`src/rtl/arb_pkg.sv`:
```
// Shared definitions for the 4-way arbiter: FSM encoding and requester sizing.
package arb_pkg;
  localparam int N_REQ = 4;
  localparam int IDX_W = 2;

  typedef enum logic {
    IDLE  = 1'b0,
    GRANT = 1'b1
  } state_t;
endpackage

```
`src/rtl/rr_pick4.sv`:
```
// Combinational winner select: round-robin from start, or highest index when rr_en=0.
// Zero latency; no flow control.
module rr_pick4
  import arb_pkg::*;
(
  input  logic [N_REQ-1:0] req,
  input  logic [IDX_W-1:0] start,
  input  logic             rr_en,
  output logic [IDX_W-1:0] idx,
  output logic             any
);

  logic [IDX_W-1:0] w_pos;

  always_comb begin
    idx   = '0;
    w_pos = '0;
    if (rr_en) begin
      // Walk farthest-to-nearest so the nearest hit at/after start wins.
      for (int k = N_REQ - 1; k >= 0; k--) begin
        w_pos = start + IDX_W'(k);
        if (req[w_pos]) idx = w_pos;
      end
    end else begin
      for (int i = 0; i < N_REQ; i++) begin
        if (req[i]) idx = IDX_W'(i);
      end
    end
  end

  assign any = |req;

endmodule

```
`src/rtl/rr_arbiter4.sv`:
```
// 4-requester grant FSM with hold limit; grant registered one cycle after request sample.
// Grantee holds until done, request drop or MAX_HOLD; one idle cycle between grants.
module rr_arbiter4
  import arb_pkg::*;
#(
  parameter int RR_EN    = 1,
  parameter int MAX_HOLD = 8
) (
  input  logic             clk,
  input  logic             rst,
  input  logic [N_REQ-1:0] req,
  input  logic             done,
  output logic [N_REQ-1:0] gnt,
  output logic [IDX_W-1:0] gnt_id,
  output logic             busy,
  output logic             timeout
);

  localparam int             HW       = (MAX_HOLD < 2) ? 1 : $clog2(MAX_HOLD + 1);
  localparam logic [HW-1:0]  HOLD_LIM = HW'(MAX_HOLD);

  state_t           r_state;
  logic [N_REQ-1:0] r_gnt;
  logic [IDX_W-1:0] r_gnt_id;
  logic [IDX_W-1:0] r_last;
  logic [HW-1:0]    r_hold;
  logic             r_timeout;

  logic [IDX_W-1:0] w_start;
  logic [IDX_W-1:0] w_idx;
  logic             w_any;
  logic             w_own;
  logic             w_hit_lim;
  logic             w_release;
  logic             w_forced;

  assign w_start   = r_last + IDX_W'(1);
  assign w_own     = req[r_gnt_id];
  assign w_hit_lim = (MAX_HOLD != 0) && (r_hold == HOLD_LIM);
  assign w_release = done || !w_own || w_hit_lim;
  // A coincident done makes the release a normal one.
  assign w_forced  = w_hit_lim && !done && w_own;

  rr_pick4 u_pick (
    .req   (req),
    .start (w_start),
    .rr_en (RR_EN != 0),
    .idx   (w_idx),
    .any   (w_any)
  );

  always_ff @(posedge clk or posedge rst) begin
    if (rst) begin
      r_state   <= IDLE;
      r_gnt     <= '0;
      r_gnt_id  <= '0;
      r_last    <= IDX_W'(N_REQ - 1);
      r_hold    <= '0;
      r_timeout <= 1'b0;
    end else begin
      r_timeout <= 1'b0;
      case (r_state)
        IDLE: begin
          r_hold <= '0;
          if (w_any) begin
            r_state  <= GRANT;
            r_gnt    <= N_REQ'(1) << w_idx;
            r_gnt_id <= w_idx;
            r_last   <= w_idx;
            r_hold   <= HW'(1);
          end
        end
        GRANT: begin
          if (w_release) begin
            r_state   <= IDLE;
            r_gnt     <= '0;
            r_hold    <= '0;
            r_timeout <= w_forced;
          end else begin
            r_hold <= r_hold + HW'(1);
          end
        end
        default: r_state <= IDLE;
      endcase
    end
  end

  assign gnt     = r_gnt;
  assign gnt_id  = r_gnt_id;
  assign busy    = (r_state == GRANT);
  assign timeout = r_timeout;

endmodule

```
`config.mk`:
```
export PLATFORM = sky130hd
export DESIGN_NAME = rr_arbiter4
export DESIGN_NICKNAME = d
export VERILOG_FILES = /design/src/rtl/arb_pkg.sv /design/src/rtl/rr_pick4.sv /design/src/rtl/rr_arbiter4.sv
export SDC_FILE = /design/constraint.sdc
export NUM_CORES = 1
export LEC_CHECK = 0
export CORE_MARGIN = 1
export CORE_UTILIZATION = 53
export DETAILED_ROUTE_END_ITERATION = 10
export PLACE_DENSITY = 0.87
export SYNTH_ARGS = -nofsm -noshare
export SYNTH_HDL_FRONTEND = slang
export SYNTH_SLANG_ARGS = --single-unit
```
`constraint.sdc`:
```
create_clock -name clk -period 2.78 [get_ports clk]
set_clock_uncertainty 0.2 [all_clocks]
set_input_delay 0.278 -clock clk [delete_from_list [all_inputs] [get_ports clk]]
set_output_delay 0.278 -clock clk [all_outputs]
set_load 0.01 [all_outputs]
```
## Yosys cells after proc, flatten, opt, wreduce, memory -nomap -nowiden

Index checks and enable logic that the tools add are counted.

- Flip-flop bits (word level): 14

- $add $sub $neg: 5
- Order comparisons: 5
- Eq/ne operators: 3
- Shift-type cells: 1
- Multiplexer cells: 25
- Bitwise gates (word level): 1
- Reductions and logical operators: 9

Operators with widths:

| operator | count |
|---|---|
| $pmux W4 S2 | 2 |
| $lt A2 B3 Y1 const B | 5 |
| $mux W4 | 3 |
| $bmux W1 S2 | 5 |
| $mux W1 | 10 |
| $mux W2 | 4 |
| $add A2 B1 Y2 const B | 2 |
| $add A2 B2 Y2 const B | 2 |
| $add A4 B1 Y4 const B | 1 |
| $eq A4 B4 Y1 const B | 1 |
| $ne A2 B1 Y1 const B | 2 |
| $reduce_and A2 Y1 | 2 |
| $reduce_or A4 Y1 | 1 |
| $shl A1 B2 Y4 const A | 1 |
| $logic_and A1 B1 Y1 | 2 |
| $logic_not A1 Y1 | 2 |
| $logic_or A1 B1 Y1 | 2 |
| $pmux W1 S2 | 1 |
| $not A1 Y1 | 1 |

## Depth between registers and ports, before layout

- Word-level depth: 11
- Gate-level depth with buffers: 6
- Mapped depth without buffers: 6

## By module

From an unflattened synthesis, not the netlist that was laid out.

- Cells, all modules: 92
- Area total of the unflattened synthesis: 840.8 µm²

Modules (own cells, without submodules):

| module | times used | cells an instance | area each (µm²) | sequential area each (µm²) |
|---|---|---|---|---|
| rr_arbiter4 | 1 | 67 | 693.2 | 352.8 |
| rr_pick4 | 1 | 25 | 147.6 | 0.0 |

## Least setup slack after synthesis

Ideal clock, no wire load.

- Path kind: register to register
- Start point: reg r_gnt_id[0], in the netlist gnt_id[0]
- End point: reg r_gnt[3], in the netlist gnt[3]
- Library setup time: 0.121 ns
- Arrival time: 1.257 ns
- Data required time: 2.459 ns
- Path slack: 1.202 ns
- Cell stages (with the launch flop): 5
- Period minus slack after synthesis: 1.578 ns
- Cells stage by stage: dfrtp_1 > mux2_4 > a2bb2oi_2 > o21ai_2 > a22o_1

- Longest elaborated chain between the ends: 7

RTL lines:

| element | RTL line | text |
|---|---|---|
| start, declared | rr_arbiter4.sv:24 | `logic [IDX_W-1:0] r_gnt_id;` |
| start signal, assigned | rr_arbiter4.sv:68 | `r_gnt_id <= w_idx;` |
| $bmux W1 S2 | rr_arbiter4.sv:38 | `assign w_own = req[r_gnt_id];` |
| $mux W1 (not written as such) | rr_arbiter4.sv:38 |  |
| $logic_not A1 Y1 | rr_arbiter4.sv:40 | `assign w_release = done \|\| !w_own \|\| w_hit_lim;` |
| $logic_or A1 B1 Y1 (2 in series) | rr_arbiter4.sv:40 |  |
| $ne A2 B1 Y1 (no source line) | - |  |
| $reduce_and A2 Y1 (no source line) | - |  |
| end signal, assigned | rr_arbiter4.sv:67 | `r_gnt <= N_REQ'(1) << w_idx;` |
| end, declared | rr_arbiter4.sv:23 | `logic [N_REQ-1:0] r_gnt;` |

No other way between the ends. The select of a mux whose other input is x is not followed.
A chain may end at the register's enable or synchronous reset.

## Worst setup path after layout

- Start point: reg r_state, in the netlist busy
- End point: out busy

RTL lines:

| element | RTL line | text |
|---|---|---|
| start, declared | rr_arbiter4.sv:22 | `state_t r_state;` |
| start signal, assigned | rr_arbiter4.sv:54 | `r_state <= IDLE;` |
| start signal, assigned | rr_arbiter4.sv:66 | `r_state <= GRANT;` |
| start signal, assigned | rr_arbiter4.sv:75 | `r_state <= IDLE;` |
| end, declared | rr_arbiter4.sv:15 | `output logic busy,` |

No word-level cell between the ends.

==> results.txt <==
Outcome = finished clean
Clock root buffer = clkbuf_4
Final wirelength = 1.39 mm
RSZ-0062 raised after global routing = no
Critical R2R Launch = r_last[0]
R2r worst-path depth = 4
Area delta synth->final = 22.7%
Slew HR = 0.669
Initial drt markers = 6
Grt ovf = 0
CTS Sinks = 14
Crit. Startpoint = busy
Clock power frac = 0.122
Total Routing Usage GR = 0.213
Met1 GRT Util = 0.292
GRT busiest layer = met2
Max VDD drop = 0.603 mV
Seq pwr share = 0.428
Synthesized Nets = 76
DP HPWL = 1.09 mm
Htree depth = 1
CP startpoint kind = flop
Crit Path Category = reg -> out
Max Slew Vio Count = 0
Final Cycle Share = 0.643
Area of the die = 1600 sq um
Post-layout instance area = 940 sq um
Post-synthesis sequential area ratio = 0.461
Critical Path RT = 2.30 ns
First-pass GRT wire length = 2.18 mm
Final-report setup violation count = 0
N_diodes = 0
Post-synthesis register bit count = 14
CTS tree = done
WP depth = 1
Leakage = 0.404 nW
Min-delay worst type = in -> async
Die height = 40.0 um
Critical R2R Capture = gnt[3]
Combinational power share = 0.450
Proportion of layout cells with a drive suffix above 1 = 0.169
Via count = 565
Setup TNS = 0 ns
Drt pass-1 iters = 4
Crit Path Max Fanout = 7
Core area = 1320 sq um
Post-CTS Hold Fix Bufs = 0
Largest net degree at the start of global routing = 15
Vias in the first global route = 495
Clk slew on worst S/H paths = 0.07 ns
Pint = 0.554 mW
Starting density of the core = 0.581
Setup Fix Bufs, Post-CTS = 0
Pwr Density = 920 nW/um^2
Gpl congestion = 0.786
Number of flops mapped to enable cells by yosys = 0
IO Port Bufs = 14
Cells after Synth = 67
Antenna-violating nets left = 0
Delay of the slowest critical-path stage = 0.59 ns
Mean Syn Cell Area = 11.4 sq um
Crit-path cells = clkdlybuf4s50_1
Flop-to-flop setup slack = 1.07 ns
Num rows = 13
Via density per instance = 5.77
Peak Freq = 559 MHz
CP endpoint kind = primary output
Max Cap Viol = 0
CTS max path bufs = 2
Main flop type after synthesis = dfrtp_1
Delay-heaviest family, CP = buffers and inverters
Switch Pwr = 0.311 mW
Most frequent cells in the layout = 14 x clkdlybuf4s50_1, 12 x dfrtp_1, 5 x nor2_1
Fin. Hold Viols = 0
Crit path DAT = 1.31 ns
Worst-margin pin slew = 0.496 ns
Commonest non-fill, non-tap cell in the layout = clkdlybuf4s50_1
Placed inst area = 917 sq um
Switching part of the total = 0.360
Final #Nets = 94
Die width = 40.0 um
Initial antenna violation count = 0
YS warnings = 0
IO Pins = 15
Post-synth cell types = 38
Min Clock Period, post-route = 1.79 ns
Critical path's slowest cell = clkdlybuf4s50_1
CP endpoint = busy
DRC Markers = 0
# resized after CTS = 0
WL per Instance = 14.2 um
Buf/Inv on CP = 1
Global routing usage on met2 = 0.331
Met3 usage in global routing = 0.0333
Num CTS Buffers = 3
Worst skew pair latency = 0.27 ns
Synthesized area = 766 sq um
Ys async rst share = 1.00
flip-flops by register name (all words and copies together) (netlist names):
register  count
busy          1
gnt           4
gnt_id        2
r_hold        4
r_last        2
timeout       1
metal layers:
layer / up-vias / share of wire
met5: - / 0
met4: 0 / 0.019
met3: 4 / 0.040
met2: 18 / 0.47
met1: 272 / 0.47
li1: 271 / -
Yosys cell counts (all sizes together), types with 2 or more instances:
cell    number  area [sq um]
dfrtp       12           300
nor2         6          25.0
inv          4          15.0
mux2         3          37.5
nand2        3          11.3
o21ai        3          18.8
or2          3          21.3
a21o         2          15.0
a21oi        2          10.0
dfstp        2          52.6
ha           2          25.0
mux2i        2          20.0
nand2b       2          12.5
nand3b       2          15.0
nor2b        2          12.5
o31ai        2          28.8
worst min-delay path by stage:
stage	end	slack (ns)
2_1_floorplan	busy	-0.03
3_3_place_gp	r_hold[0]	0.30
3_5_place_dp	gnt[0]	0.29
4_1_cts	r_hold[0]	0.13
5_1_grt	r_hold[0]	0.19
6_report	r_hold[0]	0.12
power groups by stage:
| stage | combinational [mW] | clock, mW | sequential, mW |
|---|---|---|---|
| 2_1_floorplan | 0.238 | 0 | 0.373 |
| 3_3_place_gp | 0.379 | 0 | 0.365 |
| 3_5_place_dp | 0.392 | 0 | 0.371 |
| 4_1_cts | 0.394 | 0.109 | 0.368 |
| 5_1_grt | 0.430 | 0.122 | 0.380 |
| 6_report | 0.389 | 0.106 | 0.370 |
per-stage QoR:
step,worst slack (ns),util,total power [mW],cells,hold WS [ns]
after global routing,0.908,0.713,0.931,98,0.190
after CTS,0.994,0.713,0.870,98,0.133
after detailed placement,0.724,0.696,0.763,95,0.291
after global placement,0.756,0.696,0.745,95,0.298
final,0.991,0.713,0.864,98,0.122
after floorplan,1.20,-,0.611,67,-0.0342
cell type report:
class | count | area (sq um)
multi-input cells | 48 | 390
fillers | 97 | 378
flip-flops and latches | 14 | 353
repair buffers | 14 | 140
clock buffers | 3 | 22.5
well taps | 15 | 18.8
inverters | 4 | 15.0
logic make-up after synthesis:
logic type,after synthesis,share of synthesized area
AND/OR/NAND/NOR,24,0.199
flip-flops,14,0.461
XOR/XNOR,2,0.0229
adder cells (fa/ha/maj),2,0.0327
buffers and inverters,5,0.0294
AO/OA/AOI/OAI,15,0.180
multiplexers,5,0.0752
(Power assumes the default switching activity.)
==> patch, RTL diff (same flow settings) <==
`IDX_W`: 2 -> 3.
--- a/src/rtl/arb_pkg.sv
+++ b/src/rtl/arb_pkg.sv
@@ -3,3 +3,3 @@
   localparam int N_REQ = 4;
-  localparam int IDX_W = 2;
+  localparam int IDX_W = 3;
 
Interface: changed (resized gnt_id); port bits go from 15 to 16. No check against the original RTL was run, so the function may have changed too.
==> patch against the original RTL <==
  * Power rose by 61%
  * Fmax shrank 32%
  * Design area rose by 27%
  * Worst setup slack got worse by 0.84 ns
  * Routed wire length is 59% higher
  * Synthesized area grew 32%
  * Die area grew 31%
  * Sequential cell count increased by 1
  * Core utilization decreased by 3.7 points
  * Highest routed layer unchanged
==> patch: results (changes against the original RTL) <==
stage;metric;value;unit;change
detailed_routing;violation count after the first detailed-route iteration;8;;was 6
yosys;proportion of synthesized chip area in sequential cells;0.373;;was 0.461
yosys;async set-reset flop share out of synthesis;1.00;;unchanged
critical_path;r2r worst-path depth;7;;was 4
power_and_ir_drop;Pleak;0.513;nW;was 0.404 nW
finish;proportion of layout cells with a drive suffix above 1;0.112;;was 0.169
placed_design;Detailed Place HPWL;1.67;mm;was 1.09 mm
finish;number of filler cells placed in the layout;150;;was 97
power_and_ir_drop;peak ir drop on the vdd network;0.827;mV;was 0.603 mV
clock_network;clock tree root buffer cell;sky130_fd_sc_hd__clkbuf_4;;unchanged
placed_design;worst slack at placement;0.198;ns;was 0.724 ns
yosys;dominant synthesized flop cell;sky130_fd_sc_hd__dfrtp_1;;unchanged
critical_path;Max Fanout on Critical Path;5;;was 7
critical_path;highest-delay cell along the critical path;sky130_fd_sc_hd__mux4_1;;was sky130_fd_sc_hd__clkdlybuf4s50_1
min_path;worst min path class;input port to async pin;;unchanged
clock_network;clock network latency to the later pin of the worst-skew pair;0.28;ns;
global_routing;number of global-route vias before repair;829;;was 495
yosys;Post-synth top cells;sky130_fd_sc_hd__dfrtp_1, sky130_fd_sc_hd__inv_1, sky130_fd_sc_hd__nand2_1;;was sky130_fd_sc_hd__dfrtp_1, sky130_fd_sc_hd__nor2_1, sky130_fd_sc_hd__inv_1
clock_network;number of setup buffers added after CTS;0;;unchanged
global_routing;overall track demand over capacity in global routing;0.238;;was 0.213
clock_network;clock tree buffer depth;2;;unchanged
critical_path;Arrival @ worst endpoint;2.57;ns;was 1.31 ns
clock_network;H-tree lvl count;1;;unchanged
clock_network;post-cts gate resize count;0;;unchanged
yosys;net count after synthesis;123;;was 76
yosys;biggest area contributors in the synthesized netlist;sky130_fd_sc_hd__dfrtp_1, sky130_fd_sc_hd__dfstp_2, sky130_fd_sc_hd__ha_1;;unchanged
detailed_routing;# DRC;0;;unchanged
global_routing;antenna violations before repair;0;;unchanged
critical_path;longest individual stage delay on the worst path;0.62;ns;was 0.59 ns
finish;antenna diode count;0;;unchanged
finish;NumNets Final;137;;was 94
yosys;number of distinct standard cells referenced by the synthesized netlist;40;;was 38
placed_design;global placer's final weighted congestion;0.810;;was 0.786
detailed_routing;number of detailed-route iterations in the first pass;4;;unchanged
detailed_routing;vias;856;;was 565
sta;final setup fails;0;;unchanged
detailed_routing;aggregate routed wire length;2.21;mm;was 1.39 mm
global_routing;maximum number of pins on one net before global-route repair;16;;was 15
yosys;number of warnings issued by yosys;0;;unchanged
global_routing;global-route wire length before repair;3.49;mm;was 2.18 mm
clock_network;clock slew seen by the registers of the worst setup and hold paths;0.09;ns;was 0.07 ns
sta;Worst Tran Pin Value;0.576;ns;was 0.496 ns
placed_design;count of buffers inserted at the top-level ports;15;;was 14
outcome;result of the run;complete, no violations;;unchanged
clock_network;Inserted Clock Buffers;3;;unchanged
patch: cell count changes in the layout (fill, tap and decap cells not counted), sizes merged, moves of 2 or more:
cell,change
inv,+9
nand2,+9
a21oi,+5
o32ai,+4
a21boi,+2
buf,+2
ha,+2
mux2,-2
mux4,+2
xnor2,+2
patch: path summary, 6_finish.rpt:
path / start / endpoint / slack [ns]
hold / removal: rst / r_hold[0] / 0.14
min in group clk: r_last[1] / r_last[1] / 0.31
setup / recovery: r_last[0] / gnt[2] / 0.15
hold reg to reg: r_last[1] / r_last[1] / 0.31
setup reg to reg: r_last[0] / gnt[2] / 0.15
max in group asynchronous: rst / r_hold[2] / 1.86
patch: logic make-up (layout without fill, tap and decap cells):
group	count (synthesis)	after routing	synth area share
and+or+nand+nor	35	35	0.178
adders and majority gates	4	4	0.0494
muxes	4	4	0.0691
AOI/OAI and AO/OA	28	28	0.195
DFF	15	15	0.373
buffers and inverters	21	34	0.0926
xor gates and xnor gates	5	5	0.0432
patch: critical path: cells and delay by family, from the launching register on:
kind | cells | cell delay (ns)
AOI/OAI and AO/OA | 3 | 0.52
muxes | 1 | 0.62
and+or+nand+nor | 1 | 0.23
adders and majority gates | 1 | 0.31
buffers and inverters | 1 | 0.06
DFF | 1 | 0.54
patch: power breakdown:
group / internal, mW / switching (mW) / total [mW]
Sequential: 0.312 / 0.0768 / 0.389
Clock: 0.0534 / 0.0679 / 0.121
Combinational: 0.414 / 0.467 / 0.882
Total: 0.780 / 0.612 / 1.39
patch: layout make-up:
cell class | instances | area, um2 | area share
clock inverter | 1 | 5.00 | 0.00420
sequential | 15 | 378 | 0.317
timing repair buffer | 17 | 165 | 0.139
multi-input combinational | 76 | 542 | 0.454
tap | 25 | 31.3 | 0.0262
inverter | 13 | 48.8 | 0.0409
clock buffer | 3 | 22.5 | 0.0189
patch: stage by stage:
step / cells / instance area (um2)
detailed placement: 146 / 1160
CTS: 150 / 1190
finish: 150 / 1190
global placement: 146 / 1160
global route: 150 / 1190
floorplan: 112 / 1010
patch: metal layers:
layer	vias to the layer above	GRT usage	wire length [um]	share of wire
met5	-	0	0	0
met4	0	0.0882	25	0.011
met3	4	0.0675	82	0.037
met2	25	0.397	1120	0.51
met1	409	0.290	984	0.45
li1	418	-	-	-
